<file path="src/rtl/mem_issue_queue.sv">
// mem_issue_queue
// In-order issue queue for LW/SW micro-ops feeding the memory functional unit.
// Entries are held in a circular buffer. Source-operand readiness is tracked
// through two result-broadcast ports. Only the oldest entry may issue, and it
// issues as a one-cycle pulse with its fields held on the iss_* registers.
//
// Ports:
//   clk, rst                         clock (rising edge), async active-high reset
//   disp_valid / disp_ready          dispatch handshake (ready while not full)
//   disp_aluop, disp_src1, disp_src2 opcode and source physical tags
//   disp_src1_rdy, disp_src2_rdy     operand already available at dispatch
//   disp_dest, disp_imm, disp_use_imm, disp_robn   payload carried to issue
//   bc_valid, bc_tag                 two result-broadcast ports (wakeup)
//   fu_ready                         memory unit idle
//   issue, iss_*                     registered issue pulse and issued fields
//   count                            occupied entries
module mem_issue_queue #(
    parameter int SIZE       = 32,
    parameter int REG_NUM    = 64,
    parameter int ALUOP_BITS = 3,
    parameter int ROB_ROWS   = 16,
    parameter int DEPTH      = 4,
    localparam int TW = $clog2(REG_NUM),
    localparam int RW = $clog2(ROB_ROWS),
    localparam int PW = $clog2(DEPTH),
    localparam int CW = PW + 1
) (
    input  logic                  clk,
    input  logic                  rst,
    input  logic                  disp_valid,
    output logic                  disp_ready,
    input  logic [ALUOP_BITS-1:0] disp_aluop,
    input  logic [TW-1:0]         disp_src1,
    input  logic [TW-1:0]         disp_src2,
    input  logic                  disp_src1_rdy,
    input  logic                  disp_src2_rdy,
    input  logic [TW-1:0]         disp_dest,
    input  logic [SIZE-1:0]       disp_imm,
    input  logic                  disp_use_imm,
    input  logic [RW-1:0]         disp_robn,
    input  logic [1:0]            bc_valid,
    input  logic [1:0][TW-1:0]    bc_tag,
    input  logic                  fu_ready,
    output logic                  issue,
    output logic [ALUOP_BITS-1:0] iss_aluop,
    output logic [TW-1:0]         iss_src1,
    output logic [TW-1:0]         iss_src2,
    output logic [TW-1:0]         iss_dest,
    output logic [SIZE-1:0]       iss_imm,
    output logic                  iss_use_imm,
    output logic [RW-1:0]         iss_robn,
    output logic [CW-1:0]         count
);

    localparam logic [ALUOP_BITS-1:0] OP_LW   = ALUOP_BITS'(3'b101);
    localparam logic [ALUOP_BITS-1:0] OP_SW   = ALUOP_BITS'(3'b110);
    localparam logic [CW-1:0]         DEPTH_C = CW'(DEPTH);

    // Entry storage
    logic [DEPTH-1:0]      valid_q, valid_d;
    logic [DEPTH-1:0]      rdy1_q, rdy1_d;
    logic [DEPTH-1:0]      rdy2_q, rdy2_d;
    logic [DEPTH-1:0]      use_imm_q, use_imm_d;
    logic [ALUOP_BITS-1:0] aluop_q [DEPTH];
    logic [ALUOP_BITS-1:0] aluop_d [DEPTH];
    logic [TW-1:0]         src1_q [DEPTH];
    logic [TW-1:0]         src1_d [DEPTH];
    logic [TW-1:0]         src2_q [DEPTH];
    logic [TW-1:0]         src2_d [DEPTH];
    logic [TW-1:0]         dest_q [DEPTH];
    logic [TW-1:0]         dest_d [DEPTH];
    logic [SIZE-1:0]       imm_q [DEPTH];
    logic [SIZE-1:0]       imm_d [DEPTH];
    logic [RW-1:0]         robn_q [DEPTH];
    logic [RW-1:0]         robn_d [DEPTH];

    // Pointers, occupancy and issue registers
    logic [PW-1:0]         head_q, head_d, tail_q, tail_d;
    logic [CW-1:0]         count_q, count_d;
    logic                  issue_q, issue_d;
    logic [ALUOP_BITS-1:0] iss_aluop_q, iss_aluop_d;
    logic [TW-1:0]         iss_src1_q, iss_src1_d;
    logic [TW-1:0]         iss_src2_q, iss_src2_d;
    logic [TW-1:0]         iss_dest_q, iss_dest_d;
    logic [SIZE-1:0]       iss_imm_q, iss_imm_d;
    logic                  iss_use_imm_q, iss_use_imm_d;
    logic [RW-1:0]         iss_robn_q, iss_robn_d;

    logic disp_fire_s, issue_fire_s, head_need_ok_s;

    // True when either broadcast port carries the given tag this cycle
    function automatic logic tag_hit(input logic [TW-1:0] tag,
                                     input logic [1:0] vld,
                                     input logic [1:0][TW-1:0] tags);
        return (vld[0] && (tags[0] == tag)) || (vld[1] && (tags[1] == tag));
    endfunction

    assign disp_ready  = (count_q < DEPTH_C);
    assign disp_fire_s = disp_valid && disp_ready;

    // Operand requirement of the head entry, judged on registered readiness only
    always_comb begin
        head_need_ok_s = 1'b1;
        case (aluop_q[head_q])
            OP_LW:   head_need_ok_s = rdy1_q[head_q];
            OP_SW:   head_need_ok_s = rdy1_q[head_q] && rdy2_q[head_q];
            default: head_need_ok_s = 1'b1;
        endcase
    end

    // The !issue_q term enforces an idle cycle between pulses, covering the
    // memory unit's late ready drop after accepting a load.
    assign issue_fire_s = valid_q[head_q] && head_need_ok_s && fu_ready && !issue_q;

    // Next-state: wakeup, head issue, tail write and occupancy update
    always_comb begin
        valid_d = valid_q;   rdy1_d = rdy1_q;   rdy2_d = rdy2_q;
        use_imm_d = use_imm_q;
        aluop_d = aluop_q;   src1_d = src1_q;   src2_d = src2_q;
        dest_d  = dest_q;    imm_d  = imm_q;    robn_d = robn_q;
        head_d  = head_q;    tail_d = tail_q;   count_d = count_q;
        issue_d = 1'b0;
        iss_aluop_d = iss_aluop_q;  iss_src1_d = iss_src1_q;
        iss_src2_d  = iss_src2_q;   iss_dest_d = iss_dest_q;
        iss_imm_d   = iss_imm_q;    iss_use_imm_d = iss_use_imm_q;
        iss_robn_d  = iss_robn_q;

        for (int i = 0; i < DEPTH; i++) begin
            if (valid_q[i]) begin
                rdy1_d[i] = rdy1_q[i] | tag_hit(src1_q[i], bc_valid, bc_tag);
                rdy2_d[i] = rdy2_q[i] | tag_hit(src2_q[i], bc_valid, bc_tag);
            end else begin
                rdy1_d[i] = rdy1_q[i];
                rdy2_d[i] = rdy2_q[i];
            end
        end

        if (issue_fire_s) begin
            issue_d       = 1'b1;
            iss_aluop_d   = aluop_q[head_q];
            iss_src1_d    = src1_q[head_q];
            iss_src2_d    = src2_q[head_q];
            iss_dest_d    = dest_q[head_q];
            iss_imm_d     = imm_q[head_q];
            iss_use_imm_d = use_imm_q[head_q];
            iss_robn_d    = robn_q[head_q];
            valid_d[head_q] = 1'b0;
            head_d        = head_q + PW'(1);
        end else begin
            issue_d = 1'b0;
        end

        // When not full the tail slot is free, so it never collides with the head
        if (disp_fire_s) begin
            valid_d[tail_q]   = 1'b1;
            aluop_d[tail_q]   = disp_aluop;
            src1_d[tail_q]    = disp_src1;
            src2_d[tail_q]    = disp_src2;
            rdy1_d[tail_q]    = disp_src1_rdy | tag_hit(disp_src1, bc_valid, bc_tag);
            rdy2_d[tail_q]    = disp_src2_rdy | tag_hit(disp_src2, bc_valid, bc_tag);
            dest_d[tail_q]    = disp_dest;
            imm_d[tail_q]     = disp_imm;
            use_imm_d[tail_q] = disp_use_imm;
            robn_d[tail_q]    = disp_robn;
            tail_d            = tail_q + PW'(1);
        end else begin
            tail_d = tail_q;
        end

        case ({disp_fire_s, issue_fire_s})
            2'b10:   count_d = count_q + CW'(1);
            2'b01:   count_d = count_q - CW'(1);
            default: count_d = count_q;
        endcase
    end

    // State registers; reset discards every entry and cuts any issue pulse
    always_ff @(posedge clk or posedge rst) begin
        if (rst) begin
            valid_q <= '0;  rdy1_q <= '0;  rdy2_q <= '0;  use_imm_q <= '0;
            for (int i = 0; i < DEPTH; i++) begin
                aluop_q[i] <= '0;  src1_q[i] <= '0;  src2_q[i] <= '0;
                dest_q[i]  <= '0;  imm_q[i]  <= '0;  robn_q[i] <= '0;
            end
            head_q <= '0;  tail_q <= '0;  count_q <= '0;  issue_q <= 1'b0;
            iss_aluop_q <= '0;  iss_src1_q <= '0;  iss_src2_q <= '0;
            iss_dest_q  <= '0;  iss_imm_q  <= '0;  iss_use_imm_q <= 1'b0;
            iss_robn_q  <= '0;
        end else begin
            valid_q <= valid_d;  rdy1_q <= rdy1_d;  rdy2_q <= rdy2_d;
            use_imm_q <= use_imm_d;
            aluop_q <= aluop_d;  src1_q <= src1_d;  src2_q <= src2_d;
            dest_q  <= dest_d;   imm_q  <= imm_d;   robn_q <= robn_d;
            head_q  <= head_d;   tail_q <= tail_d;  count_q <= count_d;
            issue_q <= issue_d;
            iss_aluop_q <= iss_aluop_d;  iss_src1_q <= iss_src1_d;
            iss_src2_q  <= iss_src2_d;   iss_dest_q <= iss_dest_d;
            iss_imm_q   <= iss_imm_d;    iss_use_imm_q <= iss_use_imm_d;
            iss_robn_q  <= iss_robn_d;
        end
    end

    assign issue       = issue_q;
    assign iss_aluop   = iss_aluop_q;
    assign iss_src1    = iss_src1_q;
    assign iss_src2    = iss_src2_q;
    assign iss_dest    = iss_dest_q;
    assign iss_imm     = iss_imm_q;
    assign iss_use_imm = iss_use_imm_q;
    assign iss_robn    = iss_robn_q;
    assign count       = count_q;

endmodule

</file>
<file path="config.mk">
export PLATFORM = sky130hd
export DESIGN_NAME = mem_issue_queue
export DESIGN_NICKNAME = d
export VERILOG_FILES = /design/src/rtl/mem_issue_queue.sv
export SDC_FILE = /design/constraint.sdc
export NUM_CORES = 1
export LEC_CHECK = 0
export ABC_AREA = 1
export BUFFER_PORTS_ARGS = -buffer_cell sky130_fd_sc_hd__buf_2
export CAP_MARGIN = 15
export CORE_MARGIN = 2
export CORE_UTILIZATION = 50
export CTS_CLUSTER_SIZE = 28
export DETAILED_ROUTE_END_ITERATION = 16
export MAX_ROUTING_LAYER = met4
export PLACE_DENSITY_LB_ADDON = 0.15
export SLEW_MARGIN = 15
export SYNTH_ARGS = -nofsm -noshare
export SYNTH_HDL_FRONTEND = slang
export SYNTH_SLANG_ARGS = --single-unit
export TNS_END_PERCENT = 5
</file>
<file path="constraint.sdc">
create_clock -name clk -period 14.5 [get_ports clk]
set_input_delay 2.175 -clock clk [delete_from_list [all_inputs] [get_ports clk]]
set_output_delay 2.175 -clock clk [all_outputs]
set_load 0.005 [all_outputs]
</file>
==> run_results.csv <==
group,metric,value,unit
pwr,pwr_density_cell,108.4,mW/mm²
route,wl_per_cell,17.68,µm
flow_run,maxCapViolCount,0,
worst_setup_path,path_cells,"inv_2 > buf_4 > nand3_1 > nand2_1 > inv_1 > nand3_1 > nand2_1 > nand2_2 > nand2_4 > inv_2 > ha_1 > inv_1 > fa_1 > a21oi_1 > o21ai_0 > xor2_1",
route,wl,43040,µm
clock_tree,clock_latency,0.52,ns
synthesis,synth_nets,2039,
clock_tree,path_clk_slew,0.06,ns
status,status,"complete, no violations",
synthesis,yosysMostFrequentCell,"nand2_1",
worst_setup_path,r2r_setup_slack,10.41,ns
synthesis,synthArstFlopShare,1.000,
cells_and_area,drive_gt1_frac,0.1081,
placed_design,portBuffers,140,
die,fp-row-count,63,
worst_setup_path,critPathLaunch,"head_q[1]$_DFFE_PP0N_",
clock_tree,h-tree-depth,2,
sta,hold_viol_final,0,
route,drc_errors,0,
sta,period_needed,4.086,ns
cells_and_area,nFillCells,2797,
synthesis,synthTopCellsByCount,"664 x nand2_1, 372 x o21ai_0, 310 x dfrtp_1",
global_route,grt_use_met1,0.3923,
clock_tree,clock_path_buffers,3,
die,ios,141,
synthesis,syn_area_per_cell,7.682,µm²
cells_and_area,finalNonFillerCells,2435,
clock_tree,cts_hold_buf,0,
die,dieWidth,177.1,µm
cells_and_area,multiInputGateArea,0.006177,mm²
min_path,min_from,"iss_imm[7]$_DFFE_PP0N_",
synthesis,synth.top_cell.area_share,0.5176,
global_route,met2_usage,0.4483,
clock_tree,cts_buffers,35,
sta,rsz0062_at_grt,"no",
sta,setup_tns,0,ns
worst_setup_path,cp_slowest_stage_delay,0.81,ns
global_route,grt_pass1_wl,69260,µm
sta,setup_viol,0,
worst_setup_path,timing.rr.end,"count[2]$_DFFE_PP0P_",
worst_setup_path,cp.arrival,4.48,ns
worst_setup_path,critPathBufInv,5,
clock_tree,cts_tree,"built",
min_path,min_to,"iss_imm[7]$_DFFE_PP0N_",
route,drtIter0Drc,1388,
synthesis,ys_seq_elements,310,
placed_design,dp_hpwl,25570,µm
global_route,grt_usage,0.2876,
clock_tree,clkSinkCount,310,
route,drtAntennaViolNets,0,
worst_setup_path,path_class,"reg -> reg",
route,first_pass_iters,5,
placed_design,dp.cells,2375,
synthesis,synth_area_leaders,"dfrtp_1 52%, nand2_1 17%, o21ai_0 12%, inv_1 3.7%, nor2_1 3.2%",
worst_setup_path,cp_slowest_cell,"dfrtp_4",
global_route,grt.busiest_layer,"met2",
worst_setup_path,cp-end-kind,"flip-flop",
worst_setup_path,worstPathMaxFanout,70,
cells_and_area,area_growth,13.27,%
cells_and_area,utilization,0.5743,
min_path,whs_path_depth,2,
synthesis,synth_ff_type,"dfrtp_1",
sta,clock.fmax,0.2447,GHz
cells_and_area,diodes,0,
clock_tree,cts_root_buffer,"clkbuf_16",
synthesis,yosys_warnings,0,
worst_setup_path,cpLargestDelayFamily,"buffers and inverters",
pwr,ir_drop,0.00009947,V
worst_setup_path,start_kind,"flip-flop",
synthesis,synth_top_area_cell,"dfrtp_1",
die,core_area,0.02956,mm²
sta,worst_pin_slew,0.9924,ns
synthesis,ys_types,28,
sta,fin_crit_sh,0.2818,
synthesis,yosysSeqAreaShare,0.5176,
sta,finClkSkew,0.01513,ns
cells_and_area,fin_nets,2110,
pwr,leakagePower,0.008767,µW
sta,slew_headroom,0.3384,
global_route,overflow,0,
synthesis,synth_cells,1951,
global_route,antenna_found_initial,0,
global_route,use_met3,0.03909,
clock_tree,post_cts_resized,0,
cells_and_area,register_area,0.007765,mm²
global_route,grt_pass1_vias,13050,
synthesis,synth.cell_area,0.01499,mm²
global_route,grt_max_degree,184,
worst_setup_path,critPathRequiredTime,14.89,ns
die,initial_utilization,0.5070,
worst_setup_path,r2r-start,"head_q[1]$_DFFE_PP0N_",
min_path,worstHoldPathType,"reg -> reg",
route,via_per_inst,5.519,
synthesis,synth_edf_count,0,
die,dieArea,0.03138,mm²
clock_tree,cts_setup_buffers,0,
sta,final_max_slew_viol_count,0,
worst_setup_path,reg2reg_depth,16,
route,via_count,13440,
placed_design,gp_congestion,0.9254,
die,die_h,177.1,µm
## layout by cell type (no fill, tap or decap), types with 5 or more instances in the layout
master	count
a21oi_1	39
buf_2	140
buf_4	10
clkbuf_1	8
clkbuf_16	35
clkbuf_8	11
clkinv_1	5
dfrtp_1	308
ha_1	9
inv_1	145
nand2_1	660
nand2_4	5
nand3_1	38
nand4_1	22
nor2_1	129
nor3_1	7
o211ai_1	11
o21ai_0	372
o22ai_1	57
or2_2	5
xor2_1	10
## how the worst max path moves through the flow
stage          slack (ns)  cells after the start                      to
5_1_grt             10.22                     16    count[2]$_DFFE_PP0P_
2_1_floorplan        3.75                      1  aluop_q[0]$_DFFE_PP0P_
3_5_place_dp         9.97                     11     rdy1_q[0]$_DFF_PP0_
6_report            10.41                     16    count[2]$_DFFE_PP0P_
3_3_place_gp         10.0                     11     rdy1_q[0]$_DFF_PP0_
4_1_cts             10.47                     16    count[2]$_DFFE_PP0P_
## routing by layer
| metal | up-vias | share of wire |
|---|---|---|
| met3 | 97 | 0.069 |
| met2 | 535 | 0.46 |
| met1 | 6370 | 0.44 |
| met4 | 0 | 0.028 |
| li1 | 6436 | - |
| met5 | - | 0 |
## per-stage QoR
step / hold slack, ns / power [µW] / area (µm²) / setup slack (ns)
3_3_place_gp: 0.4587 / 956.9 / 15810 / 9.997
3_5_place_dp: 0.4602 / 957.0 / 15810 / 9.971
2_1_floorplan: 0.4478 / 924.3 / 14990 / 3.752
5_1_grt: 0.4953 / 1900 / 16980 / 10.22
6_report: 0.4724 / 1840 / 16980 / 10.41
4_1_cts: 0.4766 / 1855 / 16980 / 10.47
## flip-flops by register name, indices dropped and copies added (netlist names), 2 cells and up
signal     count
iss_aluop      3
iss_robn       4
iss_src2       6
robn_q        16
src1_q        24
head_q         2
rdy2_q         4
src2_q        24
rdy1_q         4
aluop_q       12
iss_imm       32
valid_q        4
tail_q         2
imm_q        128
iss_src1       6
dest_q        24
use_imm_q      4
iss_dest       6
count          3
## where the power goes
| group | total (µW) | internal (µW) | switching [µW] |
|---|---|---|---|
| Combinational | 77.0 | 18.8 | 58.2 |
| Sequential | 865 | 865 | 0 |
| Clock | 897 | 540 | 358 |
## cell type report
type / instances / share of cell area
tap: 390 / 0.02874
multi-input combinational: 1370 / 0.3639
timing repair buffer: 151 / 0.04687
clock inverter: 6 / 0.006265
clock buffer: 54 / 0.06228
inverter: 154 / 0.03457
sequential: 310 / 0.4574
## cells by family (layout without fill, tap and decap cells)
group           count (synthesis)  after routing  synth area share
compound gates                481            481            0.1682
xor+xnor                       12             12          0.007012
fa+ha+maj                      10             10          0.008849
buf+inv                       271            365           0.07229
flops                         310            310            0.5176
simple gates                  867            867            0.2261
## worst reg2reg max path: cells and delay by family (launching register included)
| family | cells | cell delay (ns) |
|---|---|---|
| buffers and inverters | 5 | 1.47 |
| flip-flops | 1 | 0.81 |
| AO/OA/AOI/OAI | 2 | 0.24 |
| XOR/XNOR | 1 | 0.15 |
| adder cells (fa/ha/maj) | 2 | 0.53 |
| AND/OR/NAND/NOR | 6 | 0.76 |
(Power assumes the default switching activity.)
